$ cat src/rtl/my_rr_mux_if.sv
// my_rr_mux_if: channel and output handshake bundle for my_rr_mux
interface my_rr_mux_if #(
    parameter int WIDTH = 16,
    parameter int WAYS  = 4,
    parameter int SEL_W = 2
);
    logic [WAYS*WIDTH-1:0] in_data;
    logic [WAYS-1:0]       in_valid;
    logic [WAYS-1:0]       in_ready;
    logic                  mode;
    logic [SEL_W-1:0]      sel;
    logic [WIDTH-1:0]      out_data;
    logic [SEL_W-1:0]      out_sel;
    logic                  out_valid;
    logic                  out_ready;
    modport master (
        output in_data, in_valid, mode, sel, out_ready,
        input  in_ready, out_data, out_sel, out_valid
    );
    modport slave (
        input  in_data, in_valid, mode, sel, out_ready,
        output in_ready, out_data, out_sel, out_valid
    );
endinterface

$ cat src/rtl/my_rr_mux.sv
// my_rr_mux: registered N-way mux with fixed-select or round-robin grant and valid/ready handshake
module my_rr_mux #(
    parameter int WIDTH = 16,
    parameter int WAYS  = 4,
    parameter int SEL_W = 2
) (
    input  logic clk,
    input  logic reset,
    my_rr_mux_if.slave bus
);
    logic [WIDTH-1:0] out_data_q, out_data_d;
    logic [SEL_W-1:0] out_sel_q, out_sel_d, ptr_q, ptr_d;
    logic             out_valid_q, out_valid_d;
    logic [SEL_W-1:0] rr_idx, grant;
    logic             rr_hit, fx_hit, granted, load, xfer;
    // descending scan so the closest channel after ptr is written last and wins
    always_comb begin
        rr_hit = 1'b0;
        rr_idx = '0;
        for (int k = WAYS - 1; k >= 0; k--) begin
            if (bus.in_valid[(int'(ptr_q) + k) % WAYS]) begin
                rr_hit = 1'b1;
                rr_idx = SEL_W'((int'(ptr_q) + k) % WAYS);
            end
        end
    end
    always_comb begin
        fx_hit      = (int'(bus.sel) < WAYS) && bus.in_valid[bus.sel];
        grant       = bus.mode ? rr_idx : bus.sel;
        granted     = bus.mode ? rr_hit : fx_hit;
        load        = !out_valid_q || bus.out_ready;
        xfer        = load && granted;
        bus.in_ready = xfer ? (WAYS'(1) << grant) : '0;
        out_data_d  = xfer ? bus.in_data[int'(grant)*WIDTH +: WIDTH] : out_data_q;
        out_sel_d   = xfer ? grant : out_sel_q;
        out_valid_d = load ? xfer : out_valid_q;
        ptr_d       = !xfer ? ptr_q : (int'(grant) == WAYS - 1) ? '0 : grant + SEL_W'(1);
    end
    always_ff @(posedge clk) begin
        if (reset) begin
            out_data_q  <= '0;
            out_sel_q   <= '0;
            out_valid_q <= 1'b0;
            ptr_q       <= '0;
        end else begin
            out_data_q  <= out_data_d;
            out_sel_q   <= out_sel_d;
            out_valid_q <= out_valid_d;
            ptr_q       <= ptr_d;
        end
    end
    assign bus.out_data  = out_data_q;
    assign bus.out_sel   = out_sel_q;
    assign bus.out_valid = out_valid_q;
endmodule

$ cat src/flat_wrapper.sv
// flat-port wrapper written by rule: the top's interface ports become plain ports
module my_rr_mux_flat 
#(
    parameter int WIDTH = 16,
    parameter int WAYS  = 4,
    parameter int SEL_W = 2
)
  (clk, reset, bus_in_data, bus_in_valid, bus_mode, bus_sel, bus_out_ready, bus_in_ready, bus_out_data, bus_out_sel, bus_out_valid);
  my_rr_mux_if #(.WIDTH(WIDTH), .WAYS(WAYS), .SEL_W(SEL_W)) bus_i ();
  input  logic clk;
  input  logic reset;
  input wire logic [$bits(bus_i.in_data)-1:0] bus_in_data;
  input wire logic [$bits(bus_i.in_valid)-1:0] bus_in_valid;
  input wire logic [$bits(bus_i.mode)-1:0] bus_mode;
  input wire logic [$bits(bus_i.sel)-1:0] bus_sel;
  input wire logic [$bits(bus_i.out_ready)-1:0] bus_out_ready;
  output wire logic [$bits(bus_i.in_ready)-1:0] bus_in_ready;
  output wire logic [$bits(bus_i.out_data)-1:0] bus_out_data;
  output wire logic [$bits(bus_i.out_sel)-1:0] bus_out_sel;
  output wire logic [$bits(bus_i.out_valid)-1:0] bus_out_valid;
  assign bus_i.in_data = bus_in_data;
  assign bus_i.in_valid = bus_in_valid;
  assign bus_i.mode = bus_mode;
  assign bus_i.sel = bus_sel;
  assign bus_i.out_ready = bus_out_ready;
  assign bus_in_ready = bus_i.in_ready;
  assign bus_out_data = bus_i.out_data;
  assign bus_out_sel = bus_i.out_sel;
  assign bus_out_valid = bus_i.out_valid;
  my_rr_mux #(.WIDTH(WIDTH), .WAYS(WAYS), .SEL_W(SEL_W)) u_core (.clk(clk), .reset(reset), .bus(bus_i));
endmodule
$ cat config.mk
export PLATFORM = sky130hd
export DESIGN_NAME = my_rr_mux_flat
export DESIGN_NICKNAME = d
export VERILOG_FILES = /design/src/rtl/my_rr_mux_if.sv /design/src/rtl/my_rr_mux.sv /design/src/flat_wrapper.sv
export SDC_FILE = /design/constraint.sdc
export NUM_CORES = 1
export LEC_CHECK = 0
export ABC_AREA = 1
export BUFFER_PORTS_ARGS = -buffer_cell sky130_fd_sc_hd__clkbuf_2
export CORE_MARGIN = 4
export CORE_UTILIZATION = 49
export CTS_BUF_LIST = sky130_fd_sc_hd__clkbuf_8
export CTS_CLUSTER_DIAMETER = 30
export DETAILED_ROUTE_END_ITERATION = 12
export PLACE_DENSITY = 0.88
export SLEW_MARGIN = 20
export SYNTH_ARGS = -nofsm -noshare
export SYNTH_HDL_FRONTEND = slang
export SYNTH_SLANG_ARGS = --single-unit
$ cat constraint.sdc
create_clock -name clk -period 2.5 [get_ports clk]
set_input_delay 0.25 -clock clk [delete_from_list [all_inputs] [get_ports clk]]
set_output_delay 0.25 -clock clk [all_outputs]
set_load 0.05 [all_outputs]
# After elaboration in Yosys (flattened, before gate mapping)
# Cells that the tools add are included.
# W data, S select, Z words.
dict set report word_totals {
  output_inout_bits 23
  register_bits 21
}
dict set report op_classes {
  eq_ne 1
  n_addsub 4
  n_lt_le_gt_ge 5
  reduce_logical 6
  n_mux 25
  n_shift 2
  n_bitwise 3
}
# cell count
set ops {}
lappend ops {{$shiftx A64 B7 Y16} 1}
lappend ops {{$mux W1} 13}
lappend ops {{$lt A3 B4 Y1 const B} 3}
lappend ops {{$mux W2} 6}
lappend ops {{$bmux W1 S2} 5}
lappend ops {{$lt A2 B3 Y1 const B} 2}
lappend ops {{$reduce_or A2 Y1} 3}
lappend ops {{$add A2 B1 Y2 const B} 2}
lappend ops {{$add A2 B2 Y2 const B} 2}
lappend ops {{$mux W4} 1}
lappend ops {{$shl A1 B2 Y4 const A} 1}
lappend ops {{$and A1 B1 Y1 const A} 3}
lappend ops {{$eq A2 B1 Y1 const B} 1}
lappend ops {{$logic_and A1 B1 Y1} 1}
lappend ops {{$logic_not A1 Y1} 1}
lappend ops {{$logic_or A1 B1 Y1} 1}

# Logic depth before layout (Yosys ltp)
dict set report depth {
  ltp_word 13
  ltp_mapped 16
  ltp_nobuf 14
}

# Worst setup path after synthesis
# OpenSTA, ideal clock, no wires.
dict set report synth_path {
  path_kind {register -> output}
  startpoint {register u_core.ptr_q[0]}
  endpoint {output bus_in_ready[3]}
  path_slack_ns 0.104
  t_required_ns 2.250
  arrival_time_ns 2.146
  stages_incl_launch_ff 13
  path_cell_list {dfxtp_1 -> buf_6 -> nand2_1 -> nand3_1 -> nand2_1 -> nand3_2 -> a21oi_2 -> nand2_4 -> nand2_8 -> buf_12 -> ha_1 -> inv_1 -> nor2_1}
}
dict set report synth_via {
  elab_chain_len 11
  elab_cells_between_ends 27
  cone_classes {add/sub (3); shift (1); mux (22); reduce/logical (1)}
}
# element line_no
set synth_lines {}
lappend synth_lines {{start, declared} my_rr_mux.sv:12} ;# logic [SEL_W-1:0] out_sel_q, out_sel_d, ptr_q, ptr_d;
lappend synth_lines {{start signal, assigned} my_rr_mux.sv:49} ;# ptr_q <= ptr_d;
lappend synth_lines {{$add A2 B2 Y2} {my_rr_mux.sv:21, my_rr_mux.sv:23}}
lappend synth_lines {{$bmux W1 S2} my_rr_mux.sv:21} ;# if (bus.in_valid[(int'(ptr_q) + k) % WAYS]) begin
lappend synth_lines {{$mux W1 (implied by the code) (2 in a row)} my_rr_mux.sv:21}
lappend synth_lines {{$mux W2 / $mux W1 (equally long branches) (4 in a row)} my_rr_mux.sv:21}
lappend synth_lines {{$mux W2 / $mux W1 (equally long branches)} {my_rr_mux.sv:29, my_rr_mux.sv:30}}
lappend synth_lines {{$shl A1 B2 Y4 / $logic_and A1 B1 Y1 (equally long branches)} {my_rr_mux.sv:33, my_rr_mux.sv:32}}
lappend synth_lines {{$mux W4 *} my_rr_mux.sv:33} ;# bus.in_ready = xfer ? (WAYS'(1) << grant) : '0;
lappend synth_lines {{end, declared} flat_wrapper.sv:17} ;# output wire logic [$bits(bus_i.in_ready)-1:0] bus_in_ready;
# Mark *: on every way between the ends. The rest lies on a longest branch, timed or not. The select of a mux whose other input is x is not followed.

# Worst setup path in the final report
# Ends and elaborated chain as after synthesis.

==> flow_metrics.tcl <==
set metrics [dict create \
    outcome "finished clean" \
    path_clk_slew_ps 80 \
    cp_cell_sequence "inv_4, nand2_1, nand3_1, nand2_1, nand3_2, a21oi_2, nand2_4, nand2_8, ha_1, inv_1, nor2_1, clkbuf_4" \
    min_period_ps 2330 \
    cts_buffer_depth 2 \
    grt_pass1_wl_um 8680 \
    rsz0062_at_grt "false" \
    viasPerCell 4.85 \
    crit_path_start_kind "register" \
    max_freq_mhz 430 \
    synth_cell_types 34 \
    cap_violations 0 \
    worstMarginPinSlew_ps 551 \
    hp-class "in -> reg" \
    setup_tns_ps 0 \
    finalSetupViolations 0 \
    core_um2 4090 \
    die_h_um 73.7 \
    avgRoutedWirePerCell_um 11.2 \
    clock_sinks 21 \
    holdWs_ps 180 \
    io_pins 97 \
    drive_gt1_share_pct 31.6 \
    syn_to_final_growth_pct 21.7 \
    post-route-drc-count 0 \
    dieArea_um2 5430 \
    max_stage_delay_ps 430 \
    htree_levels 1 \
    port_buffers 96 \
    yosys_warnings 0 \
    cts_buffers 3 \
    crit_required_ps 2250 \
    routed_wl_um 5400 \
    grt_max_degree 35 \
    hold_viol 0 \
    worst-path-max-fanout 16 \
    drv_slew 0 \
    min_delay_path_depth 2 \
    dr.pass1.iters 4 \
    globalplace.congestion 0.863 \
    grt.total_usage_pct 19.6 \
    antenna_found_initial 0 \
    placed_area_um2 2520 \
    place_hpwl_um 4190 \
    dr.first_iter.drc_count 83 \
    synth_nets 417 \
    grt_overflow 0 \
    rows 23 \
    leakage_nw 1.66 \
    max_slew_margin_pct 63.0 \
    crit_path_top_delay_cell "dfxtp_4" \
    initial_core_util_pct 51.7 \
    diodes 0 \
    fin_skew_ps 3.38 \
    cpMostUsedCell "nand2_1" \
    clkLatencyLatePin_ps 260 \
    nNetsFinal 506 \
    arrival_ps 2080 \
    fin_crit_sh_pct 93.1 \
    p_per_area_nw_per_um2 708 \
    ir_worst_vdd_uv 406 \
    critical_path_class "reg -> out" \
    netlist_instances 342 \
    cts_tree "built" \
    die_x_um 73.7 \
    dp_slack_ps 184 \
    end_kind "output port" \
    seq_area_frac_synth_pct 19.9 \
    root_buffer "clkbuf_8" \
    worst_slack_ps 173 \
    avgSynthCellArea_um2 6.18 \
    routed-via-count 2330 \
    postRouteAntennaNets 0 \
    synth_area_um2 2110 \
    reg2regPathDepth 14 \
    ys_seq_elements 21 \
    grt_pass1_vias 2120 \
    postLayoutCellArea_um2 2570 \
]
layout make-up:
type	instances	area, um^2
inverter	96	373
multi-input combinational	209	1150
clock inverter	1	3.75
clock buffer	3	41.3
timing repair buffer	100	513
sequential	21	425
fill	395	1510
tap	50	62.6
critical path, delay by kind of cell, from the launching register on:
| kind | cells | cell delay (ps) |
|---|---|---|
| and+or+nand+nor | 7 | 690 |
| AOI/OAI and AO/OA | 1 | 180 |
| buffers and inverters | 3 | 350 |
| DFF | 1 | 430 |
| adders and majority gates | 1 | 170 |
Yosys cell counts (all sizes together):
| cell | n | area share (%) |
|---|---|---|
| a31oi | 1 | 1.0 |
| dfxtp | 21 | 20 |
| o211ai | 1 | 0.36 |
| nor2 | 12 | 2.6 |
| a21oi | 5 | 1.9 |
| nand2 | 76 | 15 |
| inv | 95 | 17 |
| o21ai | 5 | 1.5 |
| xnor2 | 1 | 0.41 |
| o21a | 16 | 5.7 |
| ha | 1 | 0.59 |
| o2111ai | 1 | 0.41 |
| clkbuf | 4 | 1.7 |
| nand3 | 89 | 24 |
| nand3b | 1 | 0.36 |
| buf | 12 | 6.4 |
| clkinv | 1 | 0.18 |
per-stage QoR:
| stage | utilization [%] | cells | power [mW] |
|---|---|---|---|
| floorplan | - | 342 | 1.43 |
| global placement | 61.6 | 476 | 1.57 |
| detailed placement | 61.6 | 476 | 1.60 |
| CTS | 62.7 | 480 | 1.83 |
| global route | 63.0 | 480 | 1.96 |
| finish | 63.0 | 480 | 1.82 |
what timing repair did:
action,in CTS,in global routing
endpoints found under the setup margin,3,4
hold buffers,0,0
gates cloned,0,0
setup buffers,0,0
resized for setup,1,5
routing by layer:
layer,global-route usage (%),wire length (um),up-vias
met3,2.87,361,10
li1,-,-,1222
met2,34.9,2750,69
met4,6.44,81,0
met1,23.9,2200,1029
met5,0,0,-
final timing paths:
| path | end | slack (ps) | startpoint |
|---|---|---|---|
| min | u_core.bus.out_valid | 180 | reset |
| max | bus_in_ready[3] | 170 | u_core.ptr_q[0] |
| min reg2reg | u_core.bus.out_sel[0] | 540 | u_core.bus.out_sel[0] |
| max reg2reg | u_core.bus.out_data[13] | 520 | u_core.ptr_q[0] |
flip-flops by register name, indices dropped and copies added, names as in the netlist:
register              cells
u_core.bus.out_data      16
u_core.bus.out_sel        2
u_core.ptr_q              2
u_core.bus.out_valid      1
placed cells by master, fill, tap and decap left out, types with 3 or more instances in the layout:
cell,synthesis,final
a21oi_1,3,3
o21a_1,16,16
nand2_1,69,69
nand3_1,77,77
dfxtp_1,21,19
nand3_2,11,11
nand2_2,4,4
clkbuf_2,0,95
clkbuf_8,2,3
o21ai_0,3,3
nor2_1,10,10
buf_4,0,4
inv_1,90,91
logic make-up (layout without fill, tap and decap cells):
kind of cell               after synthesis  after routing  share of synthesized area [%]
AOI/OAI and AO/OA                       29             29                           10.9
xor gates and xnor gates                 1              1                          0.414
adders and majority gates                1              1                          0.592
buffers and inverters                  112            200                           25.6
DFF                                     21             21                           19.9
and+or+nand+nor                        178            178                           42.7
report_power, final:
group	leakage, nW	internal, mW	switching [mW]
Combinational	1.46	0.351	0.783
Clock	0.0269	0.109	0.116
Sequential	0.176	0.410	0.0521
Total	1.66	0.871	0.951
Power figures use the tool's default switching activity.
